File: config.mk
export PLATFORM = sky130hd
export DESIGN_NAME = is_uart_tx_fsm_flat
export DESIGN_NICKNAME = d
export VERILOG_FILES = /design/src/rtl/is_uart_tx_fsm_pkg.sv /design/src/rtl/is_uart_tx_fsm_if.sv /design/src/rtl/is_uart_tx_fsm.sv /design/src/flat_wrapper.sv
export SDC_FILE = /design/constraint.sdc
export NUM_CORES = 1
export LEC_CHECK = 0
export BUFFER_PORTS_ARGS = -buffer_cell sky130_fd_sc_hd__buf_2
export CELL_PAD_IN_SITES_DETAIL_PLACEMENT = 0
export CELL_PAD_IN_SITES_GLOBAL_PLACEMENT = 1
export CORE_ASPECT_RATIO = 0.75
export CORE_MARGIN = 4
export CORE_UTILIZATION = 46
export DETAILED_ROUTE_END_ITERATION = 8
export HOLD_SLACK_MARGIN = 0.12
export PLACE_DENSITY_LB_ADDON = 0.1
export SLEW_MARGIN = 40
export SYNTH_ARGS = -nofsm -noshare
export SYNTH_HDL_FRONTEND = slang
export SYNTH_SLANG_ARGS = --single-unit
File: constraint.sdc
create_clock -name clk_i -period 3.88 [get_ports clk_i]
set_clock_uncertainty 0.15 [all_clocks]
set_input_delay 0.388 -clock clk_i [delete_from_list [all_inputs] [get_ports clk_i]]
set_output_delay 0.388 -clock clk_i [all_outputs]
set_load 0.02 [all_outputs]
File: src/rtl/is_uart_tx_fsm_pkg.sv
// rtl/is_uart_tx_fsm_pkg.sv - shared types and helpers for the UART transmit framer
package is_uart_tx_fsm_pkg;

  localparam int UART_DATA_W = 8;

  typedef enum logic [2:0] {
    PAR_NONE  = 3'd0,
    PAR_EVEN  = 3'd1,
    PAR_ODD   = 3'd2,
    PAR_MARK  = 3'd3,
    PAR_SPACE = 3'd4
  } parity_t;

  typedef enum logic [2:0] {
    IDLE  = 3'd0,
    TSYNC = 3'd1,
    TSTRB = 3'd2,
    TDT   = 3'd3,
    TPARB = 3'd4,
    TSTB1 = 3'd5,
    TSTB2 = 3'd6
  } state_t;

  // Parity bit that follows the data bits for a given mode (unused for PAR_NONE).
  function automatic logic parity_bit(input parity_t mode, input logic [UART_DATA_W-1:0] data);
    case (mode)
      PAR_EVEN: return ^data;
      PAR_ODD:  return ~^data;
      PAR_MARK: return 1'b1;
      default:  return 1'b0;
    endcase
  endfunction

endpackage

File: src/rtl/is_uart_tx_fsm_if.sv
// rtl/is_uart_tx_fsm_if.sv - byte handshake between a producer and the UART transmit framer
interface is_uart_tx_fsm_if;
  import is_uart_tx_fsm_pkg::*;

  logic [UART_DATA_W-1:0] tx_data_i;
  logic                   tx_valid_i;
  logic                   tx_ready_o;

  modport master (
    output tx_data_i,
    output tx_valid_i,
    input  tx_ready_o
  );

  modport slave (
    input  tx_data_i,
    input  tx_valid_i,
    output tx_ready_o
  );

endinterface

File: src/rtl/is_uart_tx_fsm.sv
// rtl/is_uart_tx_fsm.sv - UART transmit framer: start, 8 data bits LSB-first, optional parity, 1 or 2 stop bits
// One bit per tx_ce_i baud tick; all outputs are registered.
module is_uart_tx_fsm
  import is_uart_tx_fsm_pkg::*;
#(
  parameter parity_t PARITY_MODE = PAR_SPACE,
  parameter int      STOP_BITS   = 2
) (
  input  logic                 clk_i,
  input  logic                 rst_i,
  input  logic                 tx_ce_i,
  is_uart_tx_fsm_if.slave      tx,
  output logic                 txd_o,
  output logic                 txct_r_o,
  output logic                 tx_done_o
);

  generate
    if (STOP_BITS != 1 && STOP_BITS != 2) begin : g_bad_stop_bits
      $fatal(1, "is_uart_tx_fsm: STOP_BITS must be 1 or 2");
    end
  endgenerate

  state_t                 state, state_n;
  logic [UART_DATA_W-1:0] sh, sh_n;
  logic [2:0]             bit_cnt, bit_cnt_n;
  logic                   par, par_n;
  logic                   txd, txd_n;
  logic                   ready, ready_n;
  logic                   txct, txct_n;
  logic                   done, done_n;
  logic                   accept;

  assign accept = tx.tx_valid_i & ready;

  always_ff @(posedge clk_i or posedge rst_i) begin
    if (rst_i) begin
      state   <= IDLE;
      sh      <= '0;
      bit_cnt <= '0;
      par     <= 1'b0;
      txd     <= 1'b1;
      ready   <= 1'b1;
      txct    <= 1'b1;
      done    <= 1'b0;
    end else begin
      state   <= state_n;
      sh      <= sh_n;
      bit_cnt <= bit_cnt_n;
      par     <= par_n;
      txd     <= txd_n;
      ready   <= ready_n;
      txct    <= txct_n;
      done    <= done_n;
    end
  end

  always_comb begin
    state_n   = state;
    sh_n      = sh;
    bit_cnt_n = bit_cnt;
    par_n     = par;
    txd_n     = txd;
    ready_n   = ready;
    txct_n    = txct;
    done_n    = 1'b0;

    case (state)
      IDLE: begin
        txd_n = 1'b1;
        // A tick coinciding with accept is deliberately ignored; the start bit waits for the next one.
        if (accept) begin
          sh_n    = tx.tx_data_i;
          par_n   = parity_bit(PARITY_MODE, tx.tx_data_i);
          ready_n = 1'b0;
          txct_n  = 1'b0;
          state_n = TSYNC;
        end
      end

      TSYNC: begin
        if (tx_ce_i) begin
          txd_n   = 1'b0;
          state_n = TSTRB;
        end
      end

      TSTRB: begin
        if (tx_ce_i) begin
          txd_n     = sh[0];
          sh_n      = {1'b0, sh[UART_DATA_W-1:1]};
          bit_cnt_n = 3'd1;
          state_n   = TDT;
        end
      end

      TDT: begin
        if (tx_ce_i) begin
          // bit_cnt wraps to zero once the eighth data bit has gone out.
          if (bit_cnt != 3'd0) begin
            txd_n     = sh[0];
            sh_n      = {1'b0, sh[UART_DATA_W-1:1]};
            bit_cnt_n = bit_cnt + 3'd1;
          end else if (PARITY_MODE == PAR_NONE) begin
            txd_n   = 1'b1;
            state_n = TSTB1;
          end else begin
            txd_n   = par;
            state_n = TPARB;
          end
        end
      end

      TPARB: begin
        if (tx_ce_i) begin
          txd_n   = 1'b1;
          state_n = TSTB1;
        end
      end

      TSTB1: begin
        if (tx_ce_i) begin
          if (STOP_BITS == 2) begin
            state_n = TSTB2;
          end else begin
            state_n = IDLE;
            done_n  = 1'b1;
            ready_n = 1'b1;
            txct_n  = 1'b1;
          end
        end
      end

      TSTB2: begin
        if (tx_ce_i) begin
          state_n = IDLE;
          done_n  = 1'b1;
          ready_n = 1'b1;
          txct_n  = 1'b1;
        end
      end

      default: begin
        state_n = IDLE;
        txd_n   = 1'b1;
        ready_n = 1'b1;
        txct_n  = 1'b1;
      end
    endcase
  end

  assign tx.tx_ready_o = ready;
  assign txd_o         = txd;
  assign txct_r_o      = txct;
  assign tx_done_o     = done;

endmodule

File: src/flat_wrapper.sv
// flat-port wrapper written by rule: the top's interface ports become plain ports
module is_uart_tx_fsm_flat import is_uart_tx_fsm_pkg::*;
#(
  parameter parity_t PARITY_MODE = PAR_SPACE,
  parameter int      STOP_BITS   = 2
)
  (clk_i, rst_i, tx_ce_i, txd_o, txct_r_o, tx_done_o, tx_tx_data_i, tx_tx_valid_i, tx_tx_ready_o);
  is_uart_tx_fsm_if tx_i ();
  input  logic clk_i;
  input  logic rst_i;
  input  logic tx_ce_i;
  output logic txd_o;
  output logic txct_r_o;
  output logic tx_done_o;
  input wire logic [$bits(tx_i.tx_data_i)-1:0] tx_tx_data_i;
  input wire logic [$bits(tx_i.tx_valid_i)-1:0] tx_tx_valid_i;
  output wire logic [$bits(tx_i.tx_ready_o)-1:0] tx_tx_ready_o;
  assign tx_i.tx_data_i = tx_tx_data_i;
  assign tx_i.tx_valid_i = tx_tx_valid_i;
  assign tx_tx_ready_o = tx_i.tx_ready_o;
  is_uart_tx_fsm #(.PARITY_MODE(PARITY_MODE), .STOP_BITS(STOP_BITS)) u_core (.clk_i(clk_i), .rst_i(rst_i), .tx_ce_i(tx_ce_i), .tx(tx_i), .txd_o(txd_o), .txct_r_o(txct_r_o), .tx_done_o(tx_done_o));
endmodule
==> out/results.txt <==
The clock passes through at most 2 buffers. Clock-pin slew was measured on the worst setup and hold paths at 0.10 ns. Leaving out fill and tap cells, the most frequent cells in the layout are 15 x sky130_fd_sc_hd__buf_2, 15 x sky130_fd_sc_hd__dfrtp_1, 14 x sky130_fd_sc_hd__mux2_2. The quantity of hold-fixing buffers added after cts is 1, and the share of layout cells above drive strength 1 is 36.19%. The logs give 0.2873 mW for the total power of the final layout and 0 for the initial antenna violation count. Counting every net in the synthesized netlist gives 107.

The sum of overflow across all layers after global routing was 0. The number of antenna diodes in the final layout is 0. The worst min-delay path category was in2reg. The routability congestion estimate was 0.7795; the routed wire length per instance was 13.24 µm. For the total of cells resized after clock tree synthesis, the log shows 0.

Setup repair after global routing left no endpoint under its margin. The number of endpoints failing setup at the final stage is 0. Input and output buffers added on the ports amount to 15. The Yosys step of the flow raised 0 warnings. The cell area after placement was 1055 µm². Maximum level of the CTS H-tree: 1. The tools report the initial standard-cell utilization of the core as 48.83%. Dividing total power by cell area gives a power density of 263.3 nW/µm².

Along the worst path, the maximum fanout reaches 18. For the worst setup path, the data arrival time is 2.04 ns. The share of the yosys chip area belonging to registers was 43.13%; the static leakage was 0.5118 nW. TritonCTS built the clock tree. On the worst path, the slowest cell contributes a delay of 0.59 ns. The type of origin of the critical path was a register. Wire length of the first global-routing pass: 2794 µm. In this design, the largest share of critical-path delay is due to flip-flops. The final period demand of the worst path was 2.014 ns; the largest voltage drop on the vdd net was 0.2221 mV. The run gives 0 as the buffers inserted during post-CTS setup optimization.

Using the TritonRoute via totals, the vias-per-cell ratio works out to 5.349. The via count is 690, and the number of maximum-capacitance violations is 0. For the placed wire-length estimate, the log shows 1238 µm. The worst pin sits at a relative slew slack of 55.97%. The flow ran to the end, and the final reports show no timing, DRC or antenna violations. The number of instances in the synthesized netlist is 93, and the area taken by flip-flops and latches is 427.9 µm². Summed over its instances, the top area cell type makes up 37.83% of the synthesized netlist area. The region available for standard cell placement spans 2032 µm². For the pin with the worst max-slew slack, the measured transition is 0.6597 ns. Required time at the worst-slack endpoint: 3.91 ns.

Walking the worst path, the cells encountered are or3b_4, o2bb2ai_4, mux2_2. The area used by multi-input combinational logic was 491.7 µm². The number of buffers and inverters on the critical path is 0.

The final net count is 120. At the later pin of the worst-skew pair, clock insertion delay measures 0.28 ns. The count of unique library cells instantiated by Yosys is 33. Of the available clock period, the critical path in the final layout requires 51.90%. Synthesized area: 992.2 µm². The die covers 2972 µm². The cell sitting at the root of the clock tree is a sky130_fd_sc_hd__clkbuf_4. The number of design-rule violations left by the first detailed-router iteration was 23; the length of the first detailed-routing pass in iterations was 3. Entering global routing, the biggest net connects 19 pins. The clock sink count was 17. Once layout is done, the placed cells without fillers occupy 1091 µm². The floorplan step set the die width to 61.63 µm. The synthesized flop and latch total is 17.

The area growth from synthesis to layout works out to 9.962%. Once detail routing completed, the nets flagged for antenna violations numbered 0. In this run the core area contains 14 standard-cell rows.

For the final routed database, the setup TNS stands at 0 ns. The slowest stage of the critical path is the sky130_fd_sc_hd__dfrtp_1 cell. Each instance of the synthesized netlist takes up on average 10.67 µm². For this design the top-level I/O count stands at 16. For the final max-slew violation count, the log shows 0. The capturing element type of the critical path was a register. For this run, the top clock speed supported by timing is 496.6 MHz. Height of the die: 48.22 µm. The run gives 53.69% as the final core utilization.

The tools report the overall routed net length as 1708 µm. TritonCTS created 3 clock buffers. The final hold violation count was 0. Global routing consumed, over all layers together, 13.41% of the routing resources.

Count of filler cells inserted in the layout: 192. For this run, design rule violations remaining after detail routing come to 0. The critical path class is reg2reg. After synthesis, the cell types taking the most area are sky130_fd_sc_hd__dfrtp_1 38%, sky130_fd_sc_hd__mux2_2 16%, sky130_fd_sc_hd__dfstp_2 5.3%.

For the via count of the first global-routing pass, the log shows 628. Summed over all instances, the cell type with the most area after synthesis is sky130_fd_sc_hd__dfrtp_1.
-- Yosys cell counts --
| cell | number |
|---|---|
| sky130_fd_sc_hd__nand4b_1 | 1 |
| sky130_fd_sc_hd__o22ai_1 | 1 |
| sky130_fd_sc_hd__a211o_1 | 1 |
| sky130_fd_sc_hd__or3b_2 | 1 |
| sky130_fd_sc_hd__nand2_1 | 4 |
| sky130_fd_sc_hd__nor2b_1 | 2 |
| sky130_fd_sc_hd__o2bb2ai_4 | 1 |
| sky130_fd_sc_hd__or3b_4 | 1 |
| sky130_fd_sc_hd__buf_4 | 1 |
| sky130_fd_sc_hd__a31o_2 | 1 |
| sky130_fd_sc_hd__nand2b_1 | 2 |
| sky130_fd_sc_hd__ha_1 | 2 |
| sky130_fd_sc_hd__nor3b_1 | 1 |
| sky130_fd_sc_hd__and3b_1 | 3 |
| sky130_fd_sc_hd__nor2_1 | 3 |
| sky130_fd_sc_hd__buf_6 | 1 |
| sky130_fd_sc_hd__buf_2 | 1 |
| sky130_fd_sc_hd__o31a_1 | 1 |
| sky130_fd_sc_hd__nand3b_1 | 2 |
| sky130_fd_sc_hd__nand3_1 | 4 |
| sky130_fd_sc_hd__o211ai_1 | 1 |
| sky130_fd_sc_hd__a22o_1 | 1 |
| sky130_fd_sc_hd__dfrtp_1 | 15 |
| sky130_fd_sc_hd__o21ai_0 | 5 |
| sky130_fd_sc_hd__dfstp_2 | 2 |
| sky130_fd_sc_hd__clkbuf_1 | 5 |
| sky130_fd_sc_hd__mux2_2 | 14 |
| sky130_fd_sc_hd__a311oi_1 | 1 |
| sky130_fd_sc_hd__mux2i_1 | 2 |
| sky130_fd_sc_hd__nor3_1 | 1 |
| sky130_fd_sc_hd__a21oi_1 | 3 |
| sky130_fd_sc_hd__inv_1 | 8 |
| sky130_fd_sc_hd__a32o_1 | 1 |
-- per-stage QoR --
step	setup WS, ns	cells	hold WS, ns
final	1.866	129	0.1827
after global routing	1.792	129	0.1954
after CTS	1.845	129	0.1728
after detailed placement	1.866	124	0.3385
after global placement	1.915	124	0.3344
after floorplan	2.129	93	0.1626
-- logic make-up (layout without fill, tap and decap cells) --
| logic type | count (synthesis) | after routing | synth area share, % |
|---|---|---|---|
| adders and majority gates | 2 | 2 | 2.522 |
| DFF | 17 | 17 | 43.13 |
| and+or+nand+nor | 25 | 25 | 15.51 |
| AOI/OAI and AO/OA | 17 | 17 | 13.62 |
| buffers and inverters | 16 | 28 | 7.314 |
| muxes | 16 | 16 | 17.91 |
-- flip-flops by register name, indices dropped and copies added (netlist names) --
signal and flops:
u_core.sh 8, u_core.bit_cnt 3, u_core.state 3, u_core.tx.tx_ready_o 1, u_core.tx_done_o 1, u_core.txd_o 1
-- metal layers --
layer	track usage [%]	part of all wire (%)	wire length, µm	vias to the layer above
met5	0	0	0	-
met4	2.542	0.59	10	0
met3	5.556	4.4	76	2
met2	20.04	43	727	12
met1	18.45	52	894	324
li1	-	-	-	352
-- where the power goes --
| group | switching [mW] | internal, mW | total [mW] |
|---|---|---|---|
| Clock | 0.0528 | 0.0399 | 0.0927 |
| Sequential | 0.000236 | 0.178 | 0.178 |
| Combinational | 0.00808 | 0.00861 | 0.0167 |
-- final timing paths --
check | startpoint | end | slack, ns | cells after the start
max in group asynchronous | rst_i | u_core.sh[3] | 2.58 | 3
min reg2reg | u_core.tx.tx_ready_o | u_core.tx.tx_ready_o | 0.35 | 2
min | tx_tx_data_i[7] | u_core.sh[7] | 0.18 | 3
min in group asynchronous | rst_i | u_core.bit_cnt[0] | 0.58 | 3
max | u_core.state[0] | u_core.sh[5] | 1.87 | 3
max reg2reg | u_core.state[0] | u_core.sh[5] | 1.87 | 3
-- final cells by class --
class	count	area share (%)
timing repair buffer	16	7.798
sequential	17	39.22
tap	24	2.752
inverter	8	2.752
clock buffer	4	2.408
multi-input combinational	60	45.07
-- tightest hold or removal path: stages --
cell and delay (ns):
sky130_fd_sc_hd__buf_2 0.10, sky130_fd_sc_hd__nand2_1 0.05, sky130_fd_sc_hd__mux2i_1 0.05
Note: power is estimated with default switching activity, not from simulation.
